$ cat config.mk
export PLATFORM = sky130hd
export DESIGN_NAME = pixel_writer
export DESIGN_NICKNAME = d
export VERILOG_FILES = /design/src/rtl/fractal_pkg.sv /design/src/rtl/valid_delay.sv /design/src/rtl/pixel_writer.sv
export SDC_FILE = /design/constraint.sdc
export NUM_CORES = 1
export LEC_CHECK = 0
export ABC_AREA = 1
export CELL_PAD_IN_SITES_DETAIL_PLACEMENT = 1
export CELL_PAD_IN_SITES_GLOBAL_PLACEMENT = 2
export CORE_ASPECT_RATIO = 1.2
export CORE_MARGIN = 5
export CORE_UTILIZATION = 47
export DETAILED_ROUTE_END_ITERATION = 6
export PLACE_DENSITY_LB_ADDON = 0.15
export SETUP_SLACK_MARGIN = 0.15
export SLEW_MARGIN = 20
export SYNTH_ARGS = -nofsm -noshare
export SYNTH_HDL_FRONTEND = slang
export SYNTH_HIERARCHICAL = 1
export SYNTH_SLANG_ARGS = --single-unit
export TNS_END_PERCENT = 30
$ cat constraint.sdc
create_clock -name Clk_100M -period 1.7 [get_ports Clk_100M]
set_input_delay 0.51 -clock Clk_100M [delete_from_list [all_inputs] [get_ports Clk_100M]]
set_output_delay 0.51 -clock Clk_100M [all_outputs]
set_load 0.02 [all_outputs]
$ cat src/rtl/fractal_pkg.sv
// Shared constants, FSM encoding and colour mapping for the fractal renderer back end.
package fractal_pkg;

    localparam int unsigned H_RES        = 640;
    localparam int unsigned V_RES        = 480;
    localparam int unsigned FB_ADDR_W    = 19;
    localparam int unsigned PIX_W        = 8;
    localparam int unsigned FRAME_PIXELS = H_RES * V_RES;

    localparam logic [PIX_W-1:0] INSET_CODE = 8'd0;

    typedef enum logic [1:0] {
        StIdle,
        StRun,
        StDone
    } wr_state_e;

    // Iteration count to RGB332; points that never diverged are drawn black.
    function automatic logic [PIX_W-1:0] palette(input logic [PIX_W-1:0] iter,
                                                 input logic [PIX_W-1:0] inset);
        if (iter == inset) begin
            return '0;
        end
        return {iter[2:0], iter[5:3], iter[7:6]};
    endfunction

endpackage

$ cat src/rtl/valid_delay.sv
// Fixed-latency {valid, data} shift register for realigning side-band data with a pipeline.
module valid_delay #(
    parameter int unsigned DEPTH = 4,
    parameter int unsigned WIDTH = 8
) (
    input  logic             clk_i,
    input  logic             rst_ni,
    input  logic             flush_i,
    input  logic             valid_i,
    input  logic [WIDTH-1:0] data_i,
    output logic             valid_o,
    output logic [WIDTH-1:0] data_o
);

    logic [DEPTH-1:0]            vld_q, vld_d;
    logic [DEPTH-1:0][WIDTH-1:0] dat_q, dat_d;

    // Flush drops everything already in flight but still takes the entry presented this cycle.
    always_comb begin
        vld_d    = vld_q;
        dat_d    = dat_q;
        vld_d[0] = valid_i;
        dat_d[0] = data_i;
        for (int unsigned i = 1; i < DEPTH; i++) begin
            vld_d[i] = vld_q[i-1] & ~flush_i;
            dat_d[i] = dat_q[i-1];
        end
    end

    always_ff @(posedge clk_i or negedge rst_ni) begin
        if (!rst_ni) begin
            vld_q <= '0;
            dat_q <= '0;
        end else begin
            vld_q <= vld_d;
            dat_q <= dat_d;
        end
    end

    assign valid_o = vld_q[DEPTH-1];
    assign data_o  = dat_q[DEPTH-1];

endmodule

$ cat src/rtl/pixel_writer.sv
// Realigns issued pixel addresses with divergence results and writes RGB332 pixels to the
// framebuffer, tracking frame completion.
module pixel_writer #(
    parameter int unsigned PIPE_DEPTH = 63,
    parameter int unsigned H_RES      = fractal_pkg::H_RES,
    parameter int unsigned V_RES      = fractal_pkg::V_RES,
    parameter logic [7:0]  INSET_CODE = fractal_pkg::INSET_CODE
) (
    input  logic        Clk_100M,
    input  logic        reset,
    input  logic        start,
    input  logic        issue_valid,
    input  logic [18:0] issue_addr,
    input  logic [7:0]  div_in,
    output logic [18:0] fb_addr,
    output logic [7:0]  fb_data,
    output logic        fb_we,
    output logic        frame_done,
    output logic        display,
    output logic        addr_err
);

    import fractal_pkg::*;

    localparam logic [FB_ADDR_W-1:0] FRAME_END = FB_ADDR_W'(H_RES * V_RES);

    wr_state_e            state_q, state_d;
    logic [FB_ADDR_W-1:0] cnt_q, cnt_d;
    logic [FB_ADDR_W-1:0] fb_addr_q, fb_addr_d;
    logic [PIX_W-1:0]     fb_data_q, fb_data_d;
    logic                 fb_we_q, fb_we_d;
    logic                 frame_done_q, frame_done_d;
    logic                 display_q, display_d;
    logic                 addr_err_q, addr_err_d;

    logic                 accept;
    logic                 dly_valid;
    logic [FB_ADDR_W-1:0] dly_addr;

    // A pixel issued alongside start belongs to the new frame.
    assign accept = issue_valid & (start | (state_q == StRun));

    valid_delay #(
        .DEPTH (PIPE_DEPTH),
        .WIDTH (FB_ADDR_W)
    ) u_delay (
        .clk_i   (Clk_100M),
        .rst_ni  (reset),
        .flush_i (start),
        .valid_i (accept),
        .data_i  (issue_addr),
        .valid_o (dly_valid),
        .data_o  (dly_addr)
    );

    always_comb begin
        state_d      = state_q;
        cnt_d        = cnt_q;
        fb_addr_d    = fb_addr_q;
        fb_data_d    = fb_data_q;
        fb_we_d      = 1'b0;
        frame_done_d = 1'b0;
        display_d    = display_q;
        addr_err_d   = addr_err_q;

        if (start) begin
            // Restart beats any write or completion landing in the same cycle.
            state_d    = StRun;
            cnt_d      = '0;
            display_d  = 1'b0;
            addr_err_d = 1'b0;
        end else begin
            case (state_q)
                StRun: begin
                    if (cnt_q == FRAME_END) begin
                        state_d      = StDone;
                        frame_done_d = 1'b1;
                        display_d    = 1'b1;
                    end else if (dly_valid) begin
                        if (dly_addr >= FRAME_END) begin
                            addr_err_d = 1'b1;
                        end else begin
                            fb_we_d   = 1'b1;
                            fb_addr_d = dly_addr;
                            fb_data_d = palette(div_in, INSET_CODE);
                            cnt_d     = cnt_q + 19'd1;
                        end
                    end
                end
                StIdle, StDone: begin
                end
                default: state_d = StIdle;
            endcase
        end
    end

    always_ff @(posedge Clk_100M or negedge reset) begin
        if (!reset) begin
            state_q      <= StIdle;
            cnt_q        <= '0;
            fb_addr_q    <= '0;
            fb_data_q    <= '0;
            fb_we_q      <= 1'b0;
            frame_done_q <= 1'b0;
            display_q    <= 1'b0;
            addr_err_q   <= 1'b0;
        end else begin
            state_q      <= state_d;
            cnt_q        <= cnt_d;
            fb_addr_q    <= fb_addr_d;
            fb_data_q    <= fb_data_d;
            fb_we_q      <= fb_we_d;
            frame_done_q <= frame_done_d;
            display_q    <= display_d;
            addr_err_q   <= addr_err_d;
        end
    end

    assign fb_addr    = fb_addr_q;
    assign fb_data    = fb_data_q;
    assign fb_we      = fb_we_q;
    assign frame_done = frame_done_q;
    assign display    = display_q;
    assign addr_err   = addr_err_q;

endmodule
==> impl_metrics.env, run 1 <==
export IMPL_fp_row_count=109
export IMPL_synth_nets=1784
export IMPL_track_usage_pct=13.0
export IMPL_start_util_pct=47.3
export IMPL_cts_clk_slew_worst_paths_ns=0.06
export IMPL_via_per_inst=4.44
export IMPL_synth_area_leader_cell="dfrtp_1"
export IMPL_tns_ns=-0.0478
export IMPL_ant_nets=0
export IMPL_slew_viol_final=0
export IMPL_synth_top_area_share_pct=94.4
export IMPL_max_slew_margin_rel_pct=70.7
export IMPL_post_route_min_period_ns=1.72
export IMPL_ys_ff_latch=1312
export IMPL_synth_top_flop_cell="dfrtp_1"
export IMPL_dr_pass1_iters=4
export IMPL_clk_latency_ns=0.65
export IMPL_drive_gt1_share_pct=20.5
export IMPL_yosys_top_cells_count="dfrtp_1, nand2_1, nor2_1"
export IMPL_overflow=0
export IMPL_dieArea_sq_um=79600
export IMPL_ys_seq_area_share_pct=94.4
export IMPL_synth_distinct_cells=29
export IMPL_crit_arrival_ns=1.21
export IMPL_leakagePower_nw=20.0
export IMPL_finalSetupViolCount=5
export IMPL_dp_hpwl_mm=25.1
export IMPL_crit_path_start_kind="register"
export IMPL_finalCritPeriodShare_pct=101
export IMPL_clkSinkCount=1312
export IMPL_critPathBufInv=1
export IMPL_endpoint_kind="primary output"
export IMPL_syn2layout_area_growth_pct=20.9
export IMPL_finalHoldViolCount=0
export IMPL_die_x_um=258
export IMPL_cp_slowest_stage_delay_ns=0.41
export IMPL_core_sq_um=73500
export IMPL_synth_cell_area_sq_um=34800
export IMPL_cts_buffers=116
export IMPL_cp_top_family="flip-flops"
export IMPL_fillers=6450
export IMPL_synth_edf_count=0
export IMPL_slowest_stage="dfrtp_1"
export IMPL_layout_nets=2047
export IMPL_die_h_um=308
export IMPL_worst_ep_required_time_ns=1.19
export IMPL_status="finished with violations"
export IMPL_maxCapViolCount=0
export IMPL_ir_worst_vdd_mv=0.880
export IMPL_netlist_instances=1751
export IMPL_first_global_vias=16100
export IMPL_power_density_nw_per_um2=1450
export IMPL_cp_max_fo=2
export IMPL_clock_path_buffers=3
export IMPL_io_pins=62
export IMPL_p_total_mw=61.0
export IMPL_post_route_drc_count=0
export IMPL_violations="negative setup slack"
export IMPL_grt_max_degree=91
export IMPL_antenna_found_initial=0
export IMPL_clock_skew_ns=0.0131
export IMPL_drt_total_wl_mm=48.6
export IMPL_dp_slack_ns=0.0774
export IMPL_synth_most_common_cell="dfrtp_1"
export IMPL_grt_setup_unrepaired="yes"
export IMPL_avgSynthCellArea_sq_um=19.9
export IMPL_fin_ws_ns=-0.0196
export IMPL_htree_levels=3
export IMPL_numPortBuffers=61
export IMPL_wl_per_cell_um=15.9
export IMPL_hold_class="in -> reg"
export IMPL_crit_path_cell_trace="buf_6"
export IMPL_gp_congestion=0.754
export IMPL_tightestPinTransition_ns=0.440
export IMPL_via_count=13600
export IMPL_fmax_mhz=582
export IMPL_cts_root_buf="clkbuf_16"
export IMPL_grt_pass1_wl_mm=85.2
export IMPL_drt_iter0_markers=744
export IMPL_synth_area_leaders="dfrtp_1, nand2_1, nor2_1"
export IMPL_antennaDiodeCount=0
export IMPL_cts_tree="yes"
export IMPL_crit_type="reg -> out"
export IMPL_whs_ns=0.293
export IMPL_synthesis_yosys_warnings=6
export IMPL_ys_async_sr_fraction_pct=100
[worst paths after layout]
| check | start | slack [ns] | cells past startpoint | end |
|---|---|---|---|---|
| min reg2reg | u_delay/dat_d[662]$_DFF_PN0_ | 0.34 | 0 | u_delay/dat_d[681]$_DFF_PN0_ |
| max reg2reg | cnt_q[1]$_DFFE_PN0P_ | 0.14 | 10 | fb_addr[17]$_DFFE_PN0P_ |
| max in group asynchronous | reset | 0.47 | 4 | u_delay/dat_d[459]$_DFF_PN0_ |
| min in group asynchronous | reset | 0.36 | 2 | u_delay/dat_d[1095]$_DFF_PN0_ |
| min | issue_addr[10] | 0.29 | 1 | u_delay/dat_d[29]$_DFF_PN0_ |
| max | fb_addr[13]$_DFFE_PN0P_ | -0.02 | 1 | fb_addr[13] |
[report_power, final]
group	switching, mW	total (mW)	internal [mW]
Combinational	0.751	1.11	0.355
Sequential	0.364	32.8	32.4
Clock	11.0	27.2	16.2
[cells by family (layout without fill, tap and decap cells)]
group / count (synthesis) / after routing / share of synthesized area (%)
AO/OA/AOI/OAI: 20 / 20 / 0.313
XOR/XNOR: 8 / 8 / 0.201
adder cells (fa/ha/maj): 2 / 2 / 0.0719
buffers and inverters: 100 / 461 / 1.39
flip-flops: 1312 / 1312 / 94.4
AND/OR/NAND/NOR: 309 / 309 / 3.67
[stage by stage]
step,util (%),cell area (sq um),std cells
floorplan,-,34800,1751
detailed placement,51.0,37500,2816
global route,57.2,42100,3055
finish,57.2,42100,3055
CTS,56.8,41700,3045
global placement,51.0,37500,2816
[layout make-up]
cell class | count | area (sq um) | area share, %
clock buffer | 167 | 3480 | 8.27
clock inverter | 49 | 628 | 1.49
inverter | 82 | 308 | 0.732
multi-input combinational | 339 | 1750 | 4.16
sequential | 1312 | 32900 | 78.1
tap | 943 | 1180 | 2.81
timing repair buffer | 163 | 1860 | 4.42
[layer usage]
metal	routed length (um)	GRT usage [%]	part of all wire [%]
met2	24500	21.4	50
met4	1060	4.63	2.2
met1	21100	17.7	43
met3	1940	2.72	4.0
met5	0	0	0
[timing repair]
action	4_1_cts	5_1_grt
endpoints found under the setup margin	67	80
hold buffers	1	0
pin swaps	50	14
gates resized for setup	203	85
buffers inserted	12	10
hold endpoints to repair	60	0
[sequential cells by signal (all words and copies together) (netlist names)]
register,count
fb_data,8
cnt_q,19
state_q,2
display,1
u_delay/data_o,19
u_delay/dat_d,1178
fb_addr,19
frame_done,1
addr_err,1
fb_we,1
u_delay/vld_q,63
[cell usage in the layout, fill, tap and decap left out, drive strengths merged]
| cell | instances |
|---|---|
| clkinvlp | 7 |
| nand3 | 25 |
| nand2 | 166 |
| nor3 | 1 |
| or2 | 3 |
| nor2 | 107 |
| nor4 | 1 |
| clkinv | 29 |
| xor2 | 8 |
| nand4 | 6 |
| ha | 2 |
| buf | 134 |
| inv | 82 |
| dlygate4sd3 | 1 |
| clkdlybuf4s50 | 28 |
| bufinv | 13 |
| a21oi | 2 |
| dfrtp | 1312 |
| o21ai | 16 |
| clkbuf | 167 |
| a21boi | 1 |
| o21bai | 1 |
Note: power is estimated with default switching activity, not from simulation.
==> run 2: changes to the inputs <==
- CORE_UTILIZATION: 47 -> 50
- CTS_BUF_LIST: default -> sky130_fd_sc_hd__clkbuf_8
==> impl_metrics.env, run 2 (synthesis results as in run 1) <==
export IMPL_finalSetupViolCount=31
export IMPL_overflow=0
export IMPL_cts_buffers=186
export IMPL_maxCapViolCount=0
export IMPL_clock_skew_ns=0.0257
export IMPL_core_sq_um=69400
export IMPL_finalCritPeriodShare_pct=108
export IMPL_cts_tree="yes"
export IMPL_grt_max_degree=97
export IMPL_critPathBufInv=1
export IMPL_ant_nets=0
export IMPL_grt_pass1_wl_mm=83.1
export IMPL_drt_iter0_markers=610
export IMPL_dr_pass1_iters=4
export IMPL_cts_clk_slew_worst_paths_ns=0.06
export IMPL_grt_setup_unrepaired="yes"
export IMPL_final_common_cell="dfrtp_1"
export IMPL_clkSinkCount=1312
export IMPL_via_per_inst=4.42
export IMPL_multi_input_area_sq_um=1840
export IMPL_worst_ep_required_time_ns=1.19
export IMPL_wl_per_cell_um=14.8
export IMPL_utilization_pct=60.3
export IMPL_final_cell_mix="dfrtp_1, clkbuf_8, inv_1"
export IMPL_first_global_vias=16500
export IMPL_crit_arrival_ns=1.33
export IMPL_numPortBuffers=61
export IMPL_clock_path_buffers=3
export IMPL_hold_class="in -> reg"
export IMPL_post_route_min_period_ns=1.84
export IMPL_io_pins=62
export IMPL_cts_root_buf="clkbuf_8"
export IMPL_clk_latency_ns=0.79
export IMPL_largest_reg_flops=1178
export IMPL_endpoint_kind="primary output"
export IMPL_slew_viol_final=0
export IMPL_post_route_drc_count=0
export IMPL_dp_hpwl_mm=25.0
export IMPL_gp_congestion=0.767
export IMPL_crit_path_cell_trace="buf_6"
export IMPL_fin_ws_ns=-0.140
export IMPL_drt_total_wl_mm=46.5
export IMPL_die_x_um=251
export IMPL_regArea_sq_um=32800
export IMPL_power_density_nw_per_um2=1390
export IMPL_finalHoldViolCount=0
export IMPL_track_usage_pct=13.4
export IMPL_antenna_found_initial=1
export IMPL_max_slew_margin_rel_pct=68.6
export IMPL_tns_ns=-3.40
export IMPL_fillers=5954
export IMPL_slowest_stage="dfrtp_1"
export IMPL_dieArea_sq_um=75000
export IMPL_fp_row_count=106
export IMPL_layout_nets=2120
export IMPL_crit_path_start_kind="register"
export IMPL_cp_max_fo=2
export IMPL_dp_slack_ns=-0.0224
export IMPL_tightestPinTransition_ns=0.472
export IMPL_die_h_um=299
export IMPL_violations="negative setup slack"
export IMPL_status="finished with violations"
export IMPL_start_util_pct=50.2
export IMPL_ir_worst_vdd_mv=0.767
export IMPL_crit_type="reg -> out"
export IMPL_htree_levels=4
export IMPL_fmax_mhz=543
export IMPL_drive_gt1_share_pct=22.8
export IMPL_syn2layout_area_growth_pct=20.3
export IMPL_cp_slowest_stage_delay_ns=0.41
export IMPL_leakagePower_nw=20.3
export IMPL_via_count=13900
export IMPL_cp_top_family="flip-flops"
[run 2: cell types whose count changed in the layout (fill, tap and decap cells not counted), moves of 9 or more]
cell | previous run | this run
clkinv_2 | 27 | 11
clkbuf_8 | 30 | 237
nand2_1 | 119 | 109
dfrtp_2 | 15 | 6
clkbuf_1 | 17 | 0
dfrtp_1 | 1297 | 1306
clkbuf_16 | 120 | 0
inv_1 | 75 | 135
[run 2: area by class of cell]
| class | count | area share [%] |
|---|---|---|
| Antenna cell | 1 | 0.00598 |
| Clock buffer | 237 | 7.79 |
| Clock inverter | 88 | 1.40 |
| Inverter | 82 | 0.741 |
| Multi-Input combinational cell | 339 | 4.40 |
| Sequential cell | 1312 | 78.5 |
| Tap cell | 918 | 2.74 |
| Timing Repair Buffer | 166 | 4.45 |
[run 2: per-stage QoR]
stage | hold slack (ns) | instances | area [sq um] | power, mW
after floorplan | 0.214 | 1751 | 34800 | 33.3
after global placement | 0.332 | 2790 | 37400 | 34.3
after detailed placement | 0.336 | 2790 | 37400 | 34.4
after CTS | 0.0521 | 3129 | 41400 | 59.3
after global routing | 0.0600 | 3143 | 41900 | 61.2
final | 0.156 | 3143 | 41900 | 58.1
[run 2: repair_timing]
item	4_1_cts	5_1_grt
hold endpoints to repair	433	0
pin swaps	6	55
hold buffers	1	0
setup buffers	13	13
endpoints found under the setup margin	70	78
gates resized for setup	189	125
[run 2: path summary, 6_finish.rpt]
kind	start	endpoint	slack [ns]	depth (start not counted)
hold reg to reg	u_delay/dat_d[1129]$_DFF_PN0_	u_delay/dat_d[1148]$_DFF_PN0_	0.33	0
setup reg to reg	cnt_q[0]$_DFFE_PN0P_	fb_addr[7]$_DFFE_PN0P_	0.05	10
setup / recovery	fb_addr[1]$_DFFE_PN0P_	fb_addr[1]	-0.14	1
min in group asynchronous	reset	u_delay/dat_d[830]$_DFF_PN0_	0.24	2
hold / removal	issue_addr[15]	u_delay/dat_d[34]$_DFF_PN0_	0.16	1
max in group asynchronous	reset	u_delay/dat_d[256]$_DFF_PN0_	0.66	4
[run 2: layer usage]
layer / vias up / global-route usage, % / wire, um
li1: 6054 / - / -
met1: 7514 / 18.5 / 20300
met2: 220 / 20.4 / 23100
met3: 96 / 3.98 / 1960
met4: 0 / 5.76 / 1110
met5: - / 0 / 0
[run 2: power breakdown]
| part | total [mW] | switching (mW) | internal (mW) | leakage, nW |
|---|---|---|---|---|
| logic | 1.09 | 0.747 | 0.344 | 2.00 |
| clock network | 24.3 | 10.9 | 13.3 | 2.20 |
| registers | 32.8 | 0.345 | 32.4 | 16.1 |
